### config.mk
export PLATFORM = sky130hd
export DESIGN_NAME = frame_serializer_flat
export DESIGN_NICKNAME = d
export VERILOG_FILES = /design/src/rtl/link_pkg.sv /design/src/rtl/frame_serializer_if.sv /design/src/rtl/piso_shift_reg.sv /design/src/rtl/frame_serializer.sv /design/src/flat_wrapper.sv
export SDC_FILE = /design/constraint.sdc
export NUM_CORES = 1
export LEC_CHECK = 0
export ABC_CLOCK_PERIOD_IN_PS = 2500
export CELL_PAD_IN_SITES_DETAIL_PLACEMENT = 0
export CELL_PAD_IN_SITES_GLOBAL_PLACEMENT = 1
export CORE_ASPECT_RATIO = 0.9
export CORE_MARGIN = 2
export CORE_UTILIZATION = 42
export DETAILED_ROUTE_END_ITERATION = 10
export PLACE_DENSITY = 0.82
export SLEW_MARGIN = 10
export SYNTH_ARGS = -nofsm -noshare
export SYNTH_HDL_FRONTEND = slang
export SYNTH_HIERARCHICAL = 1
export SYNTH_SLANG_ARGS = --single-unit
### constraint.sdc
create_clock -name clk -period 2.5 [get_ports clk]
set_input_delay 0.5 -clock clk [delete_from_list [all_inputs] [get_ports clk]]
set_output_delay 0.5 -clock clk [all_outputs]
set_load 0.005 [all_outputs]
### src/rtl/link_pkg.sv
// Shared definitions for the "100"-framed serial link: FSM encoding and
// the default sync preamble recognised by the link's sequence detector.
package link_pkg;

    typedef enum logic [1:0] {
        ST_IDLE = 2'b00,
        ST_PRE  = 2'b01,
        ST_DATA = 2'b10
    } state_t;

    localparam int                     DEF_PRE_LEN  = 3;
    localparam logic [DEF_PRE_LEN-1:0] DEF_PREAMBLE = 3'b100;

    function automatic int max_int(input int a, input int b);
        return (a > b) ? a : b;
    endfunction

endpackage

### src/rtl/frame_serializer_if.sv
// Parallel valid/ready word channel from the producer into the serializer.
interface frame_serializer_if #(
    parameter int WIDTH = 8
) ();
    logic [WIDTH-1:0] data_in;
    logic             valid;
    logic             ready;

    modport master (output data_in, output valid, input ready);
    modport slave  (input data_in, input valid, output ready);
endinterface

### src/rtl/piso_shift_reg.sv
// Parallel-load, shift-left register; msb is the next payload bit to go out.
module piso_shift_reg #(
    parameter int WIDTH = 8
) (
    input  logic             clk,
    input  logic             reset,
    input  logic             load,
    input  logic             shift,
    input  logic [WIDTH-1:0] data_in,
    output logic             msb
);
    logic [WIDTH-1:0] shreg_reg;

    // load wins over shift so a back-to-back accept never loses the new word
    always_ff @(posedge clk or negedge reset) begin
        if (!reset) begin
            shreg_reg <= '0;
        end else if (load) begin
            shreg_reg <= data_in;
        end else if (shift) begin
            shreg_reg <= {shreg_reg[WIDTH-2:0], 1'b0};
        end
    end

    assign msb = shreg_reg[WIDTH-1];
endmodule

### src/rtl/frame_serializer.sv
// Serializes accepted words MSB-first onto x, each preceded by the sync preamble.
// Back-to-back words are accepted on the done cycle so frames run with no gap.
module frame_serializer
    import link_pkg::*;
#(
    parameter int                 WIDTH    = 8,
    parameter int                 PRE_LEN  = DEF_PRE_LEN,
    parameter logic [PRE_LEN-1:0] PREAMBLE = DEF_PREAMBLE
) (
    input  logic               clk,
    input  logic               reset,
    frame_serializer_if.slave  bus,
    output logic               x,
    output logic               busy,
    output logic               done
);
    localparam int CNT_W     = $clog2(max_int(WIDTH, PRE_LEN));
    localparam int PRE_EXT_W = 1 << CNT_W;
    // Preamble widened so the counter can index it directly
    localparam logic [PRE_EXT_W-1:0] PRE_EXT = PRE_EXT_W'(PREAMBLE);

    state_t             state_reg, state_next;
    logic [CNT_W-1:0]   cnt_reg, cnt_next, cnt_dec;
    logic               x_reg, x_next;
    logic               done_reg, done_next;
    logic               load, shift, msb, accept, cnt_zero;

    assign cnt_zero  = (cnt_reg == '0);
    assign cnt_dec   = cnt_reg - CNT_W'(1);
    assign bus.ready = (state_reg == ST_IDLE) || ((state_reg == ST_DATA) && cnt_zero);
    assign accept    = bus.valid && bus.ready;

    piso_shift_reg #(.WIDTH(WIDTH)) u_piso (
        .clk     (clk),
        .reset   (reset),
        .load    (load),
        .shift   (shift),
        .data_in (bus.data_in),
        .msb     (msb)
    );

    always_ff @(posedge clk or negedge reset) begin
        if (!reset) begin
            state_reg <= ST_IDLE;
        end else begin
            state_reg <= state_next;
        end
    end

    always_comb begin
        state_next = state_reg;
        case (state_reg)
            ST_IDLE: if (accept) state_next = ST_PRE;
            ST_PRE:  if (cnt_zero) state_next = ST_DATA;
            ST_DATA: if (cnt_zero) state_next = accept ? ST_PRE : ST_IDLE;
            default: state_next = ST_IDLE;
        endcase
    end

    always_comb begin
        x_next    = x_reg;
        cnt_next  = cnt_reg;
        done_next = 1'b0;
        load      = 1'b0;
        shift     = 1'b0;
        case (state_reg)
            ST_IDLE: begin
                x_next = 1'b0;
                if (accept) begin
                    load     = 1'b1;
                    x_next   = PREAMBLE[PRE_LEN-1];
                    cnt_next = CNT_W'(PRE_LEN - 1);
                end
            end
            ST_PRE: begin
                if (cnt_zero) begin
                    // first payload bit goes out while the register advances to the next
                    x_next   = msb;
                    shift    = 1'b1;
                    cnt_next = CNT_W'(WIDTH - 1);
                end else begin
                    x_next   = PRE_EXT[cnt_dec];
                    cnt_next = cnt_dec;
                end
            end
            ST_DATA: begin
                if (cnt_zero) begin
                    if (accept) begin
                        load     = 1'b1;
                        x_next   = PREAMBLE[PRE_LEN-1];
                        cnt_next = CNT_W'(PRE_LEN - 1);
                    end else begin
                        x_next   = 1'b0;
                    end
                end else begin
                    x_next    = msb;
                    shift     = 1'b1;
                    cnt_next  = cnt_dec;
                    done_next = (cnt_dec == '0);
                end
            end
            default: x_next = 1'b0;
        endcase
    end

    always_ff @(posedge clk or negedge reset) begin
        if (!reset) begin
            cnt_reg  <= '0;
            x_reg    <= 1'b0;
            done_reg <= 1'b0;
        end else begin
            cnt_reg  <= cnt_next;
            x_reg    <= x_next;
            done_reg <= done_next;
        end
    end

    assign x    = x_reg;
    assign done = done_reg;
    assign busy = (state_reg != ST_IDLE);
endmodule

### src/flat_wrapper.sv
// flat-port wrapper written by rule: the top's interface ports become plain ports
module frame_serializer_flat import link_pkg::*;
#(
    parameter int                 WIDTH    = 8,
    parameter int                 PRE_LEN  = DEF_PRE_LEN,
    parameter logic [PRE_LEN-1:0] PREAMBLE = DEF_PREAMBLE
)
  (clk, reset, x, busy, done, bus_data_in, bus_valid, bus_ready);
  frame_serializer_if #(.WIDTH(WIDTH)) bus_i ();
  input  logic clk;
  input  logic reset;
  output logic x;
  output logic busy;
  output logic done;
  input wire logic [$bits(bus_i.data_in)-1:0] bus_data_in;
  input wire logic [$bits(bus_i.valid)-1:0] bus_valid;
  output wire logic [$bits(bus_i.ready)-1:0] bus_ready;
  assign bus_i.data_in = bus_data_in;
  assign bus_i.valid = bus_valid;
  assign bus_ready = bus_i.ready;
  frame_serializer #(.WIDTH(WIDTH), .PRE_LEN(PRE_LEN), .PREAMBLE(PREAMBLE)) u_core (.clk(clk), .reset(reset), .bus(bus_i), .x(x), .busy(busy), .done(done));
endmodule
# ---- Yosys cells after proc, flatten, opt, wreduce, memory -nomap -nowiden
# Memories as Yosys holds them, arrays and structs flattened.
# Cells that the tools add are included.
dict set report classes {
  reduce_logical 10
  muxes 23
  n_lt_le_gt_ge 1
  add_sub_neg 1
  n_eq_ne 5
}
# cell n
set op_table {}
lappend op_table {{8-bit two-way mux} 2}
lappend op_table {{1-bit two-way mux} 10}
lappend op_table {{3-bit two-way mux} 3}
lappend op_table {{3-bit one-hot mux with 3 select lines} 1}
lappend op_table {{3-bit logical NOT} 2}
lappend op_table {{2-bit two-way mux} 3}
lappend op_table {{2-bit by 1-bit != test with 1-bit output, second input constant} 3}
lappend op_table {{2-bit one-hot mux with 3 select lines} 1}
lappend op_table {{3-bit by 4-bit < comparator with 1-bit output, second input constant} 1}
lappend op_table {{1-bit one-hot mux with 2 select lines} 2}
lappend op_table {{2-bit nonzero test} 2}
lappend op_table {{1-bit one-hot mux with 3 select lines} 1}
lappend op_table {{3-bit AND reduction} 1}
lappend op_table {{3-bit nonzero test} 1}
lappend op_table {{3-bit by 1-bit subtractor with 3-bit output, second input constant} 1}
lappend op_table {{2-bit by 1-bit == test with 1-bit output, second input constant} 1}
lappend op_table {{2-bit == test, second input constant} 1}
lappend op_table {{1-bit logical AND} 2}
lappend op_table {{2-bit logical NOT} 1}
lappend op_table {{1-bit logical OR} 1}
dict set report word_totals {
  rom_bits 8
  mem_count 1
  in_bits 11
  wordCells 46
  reg_bits 15
}
# memory words word_bits rd rd_clocked_by_memory_dff write_ports line_no
set memory_table {}
lappend memory_table {{(no name shown)} 8 1 1 0 0 frame_serializer.sv:82} ;# x_next = PRE_EXT[cnt_dec];

# ---- Longest topological paths before layout
dict set report depth {
  word_depth 8
  ltp_mapped 8
  depth_no_buf 7
}

# ---- Modules after synthesis
# Netlist, hierarchy kept.
# mod cells_each n_inst area_per_inst_um2
set by_module_without_submodules {}
lappend by_module_without_submodules {frame_serializer 57 1 533.0}
lappend by_module_without_submodules {piso_shift_reg 34 1 369.1}

# ---- Worst setup path after synthesis
# OpenSTA, ideal clock, no wires.
dict set report synth_path {
  path_kind {reg-to-reg}
  startpoint {register u_core.cnt_reg[0]}
  endpoint {register u_core.u_piso.shreg_reg[1]}
  slack_ps 878
  arrival_ps 1499
  path_stages_with_launch 9
  n_path_buf 1
  required_time_ps 2377
  setup_time_ps 123
  synth_period_minus_slack_ps 1622
  cell_sequence {dfrtp_1 > inv_1 > ha_1 > nor2b_2 > nand2_1 > o21ai_0 > buf_6 > mux2i_1 > o21ai_1}
}
dict set report synth_via {
  word_cells_on_any_way 12
  classes_between {mux: 7; reduce/logical: 5}
}
# element line_no
set synth_lines {}
lappend synth_lines {{from (decl)} frame_serializer.sv:23} ;# logic [CNT_W-1:0] cnt_reg, cnt_next, cnt_dec;
lappend synth_lines {{from (signal assigned)} frame_serializer.sv:112} ;# cnt_reg <= cnt_next;
lappend synth_lines {{3-bit logical NOT *} frame_serializer.sv:28} ;# assign cnt_zero = (cnt_reg == '0);
lappend synth_lines {{1-bit two-way mux (on tied branches)} {frame_serializer.sv:87, frame_serializer.sv:76}}
lappend synth_lines {{1-bit one-hot mux with 2 select lines *} frame_serializer.sv:66} ;# case (state_reg)
lappend synth_lines {{net u_core.shift} frame_serializer.sv:26} ;# logic load, shift, msb, accept, cnt_zero;
lappend synth_lines {{2-bit nonzero test (no line) *} -}
lappend synth_lines {{to (signal assigned)} piso_shift_reg.sv:19} ;# shreg_reg <= data_in;
lappend synth_lines {{to (signal assigned)} piso_shift_reg.sv:21} ;# shreg_reg <= {shreg_reg[WIDTH-2:0], 1'b0};
lappend synth_lines {{to (decl)} piso_shift_reg.sv:12} ;# logic [WIDTH-1:0] shreg_reg;
# The timed path passes the listed nets; every way through them passes the cells marked *.
# A chain may end at the register's enable or synchronous reset.

# ---- Final worst setup path
dict set report layout_path {
  startpoint {register u_core.cnt_reg[1]}
  endpoint {output port bus_ready}
}
dict set report layout_via {
  elab_chain_len 3
}
# element line_no
set layout_lines {}
lappend layout_lines {{3-bit logical NOT} frame_serializer.sv:28}
lappend layout_lines {{1-bit logical AND} frame_serializer.sv:30} ;# assign bus.ready = (state_reg == ST_IDLE) || ((state_reg == ST_DATA) && cnt_zero);
lappend layout_lines {{1-bit logical OR} frame_serializer.sv:30}
lappend layout_lines {{to (decl)} flat_wrapper.sv:17} ;# output wire logic [$bits(bus_i.ready)-1:0] bus_ready;
# Every way passes these cells.

==> out/metrics.yaml <==
outcome: "completed"
start_util: 0.4578
worstHoldPathType: "register to register"
rr_worst_depth: 8
cts_tree: "yes"
switchingPower_mw: 0.5749
place_congestion: 0.7775
synth_compound_area_frac: 0.1609
core_mm2: 0.001971
drt_iter0_markers: 5
layout.nets: 132
slew_headroom: 0.5429
yosysUniqueCellTypes: 29
cellInternalPower_mw: 0.8217
synth-seq-cells: 15
syn_avg_cell_area_um2: 9.913
ys_warn_count: 6
max_freq_mhz: 424.3
cts_root_buf: "clkbuf_4"
fp-row-count: 15
routedWlPerCell_um: 12.83
synth_nets: 111
antenna_cells: 0
synth.area.mux_share: 0.07767
synthToLayoutAreaGrowth_pct: 24.13
drcViolationCount: 0
switching_share: 0.4116
dp_hpwl_um: 1275
grt_use_total: 0.1688
drive_gt1_frac: 0.1351
fin_util: 0.5683
synth_area_um2: 902.1
first_pass_iters: 3
seqPwrFrac: 0.313
hold_end: "u_core/u_piso/shreg_reg[7]"
numPortBuffers: 14
r2r_end: "u_core/cnt_reg[0]"
critPathLaunchType: "register"
hold_viol: 0
fin_skew_ns: 0.005248
synthTopCellsByArea: "dfrtp_1 42%, ha_1 12%, mux2i_1 7.8%, nand2_1 7.1%, o21ai_1 4.4%"
grt_pass1_vias: 668
p_leak_nw: 0.4957
min_period_ns: 2.357
dr_total_vias: 685
worst_r2r_startpoint: "u_core/cnt_reg[1]"
cts_sinks: 15
finalSetupViolations: 0
cp-startpoint: "u_core/cnt_reg[1]"
p_clk_frac: 0.097
vias_per_cell: 5.037
synth_fa_ha_area_frac: 0.1248
yosysTopAreaCell: "dfrtp_1"
largest_reg_flops: 8
reg2reg_slack_ns: 0.63
cellPowerDensity_mw_per_mm2: 1247
max-cap-violations: 0
synth-edff-count: 0
irDropWorstVdd_v: 0.0007487
worst_pin_slew_ns: 0.6835
final.period_utilization: 0.9428
cp.required_ns: 2.00
yosysTopAreaCellShare: 0.4161
synthArstFlopShare: 1.000
hold_depth: 2
ant_nets: 0
htreeDepth: 1
die_h_um: 47.97
synthXorXnorAreaFrac: 0
crit_fanout: 5
clk_latency_ns: 0.28
cts_buffer_depth: 2
die_area_mm2: 0.002535
power_mw: 1.397
gr-total-overflow: 0
finalNonFillerCells: 136
netlist_instances: 91
p_comb_frac: 0.590
ys.flop_type: "dfrtp_1"
io-pin-count: 15
maxSlewViolCount: 0
crit_type: "register to output port"
finalWirelength_um: 1745
seq_area_frac_synth: 0.4161
synth_top_family_by_area: "simple AND/OR/NAND/NOR gates"
die_w_um: 52.85
grt_pass1_wl_um: 2987
cts_made_buffers: 3
min-delay-start: "u_core/u_piso/shreg_reg[7]"
mostFrequentLayoutCell: "nand2_1"
layout_common_cells: "16 x nand2_1, 14 x clkdlybuf4s50_1, 14 x dfrtp_1"
synthSimpleGateAreaFrac: 0.1664
grt_max_degree: 19
dp_cells: 129
critPathArrivalTime_ns: 1.86
ctsHoldBuffers: 0
cp-end-kind: "output port"
antenna_found_initial: 0
clk_pin_slew_worst_paths_ns: 0.09
## cells by family after synthesis
logic type,after synthesis
AND/OR/NAND/NOR,30
AO/OA/AOI/OAI,21
flip-flops,15
buffers and inverters,9
adder cells (fa/ha/maj),9
multiplexers,7
## how the worst max path moves through the flow
stage | endpoint | slack (ns) | depth (start not counted)
floorplan | u_core/u_piso/shreg_reg[1] | 0.88 | 8
global placement | bus_ready | 0.42 | 6
detailed placement | bus_ready | 0.36 | 6
CTS | bus_ready | 0.03 | 6
global route | bus_ready | -0.0004 | 6
finish | bus_ready | 0.14 | 6
## metal layers
layer / track usage / routed length (um) / vias to the layer above
met5: 0 / 0 / -
met1: 0.2324 / 849 / 324
li1: - / - / 351
met3: 0.05625 / 58 / 2
met4: 0.04615 / 12 / 0
met2: 0.2575 / 824 / 8
## metrics by stage
step	setup slack, ns	setup TNS [ns]	hold slack [ns]	area, um^2
floorplan	0.8781	0	0.2044	902.1
global placement	0.4207	0	0.5291	1059
detailed placement	0.3635	0	0.5336	1059
CTS	0.03062	0	0.5563	1086
global route	-0.0003884	-0.0003884	0.5890	1120
finish	0.1431	0	0.5594	1120
## repair_timing
action | 4_1_cts | 5_1_grt
setup buffers | 0 | 3
resized for setup | 0 | 4
endpoints found under the setup margin | 0 | 1
## Yosys cell counts (2+ instances only)
master    instances
mux2i_1           7
o21ai_0           2
buf_6             2
inv_1             6
ha_1              9
nand2_1          17
nand2b_1          2
o21ai_1           8
nor2_1            4
dfrtp_1          15
## worst max-delay path, cell delays in order (launching register included)
cell and delay, ns:
dfrtp_1 0.41, inv_1 0.11, ha_2 0.21, nor2b_4 0.20, nand2_2 0.09, nand2_1 0.07, clkdlybuf4s50_1 0.49
## power by group through the flow
stage               Sequential (mW)  Clock [mW]  Combinational, mW
detailed placement            0.440           0              0.764
global placement              0.435           0              0.760
CTS                           0.434       0.146              0.770
global route                  0.459       0.160              0.923
floorplan                     0.420           0              0.594
finish                        0.437       0.135              0.824
## final cells by class
cell class	count	area, um^2
Clock buffer	3	22.52
Tap cell	25	31.28
Multi-Input combinational cell	67	488.0
Sequential cell	15	376.6
Fill cell	194	850.8
Clock inverter	1	5.005
Inverter	7	26.28
Timing Repair Buffer	18	170.2
Note: power is estimated with default switching activity, not from simulation.
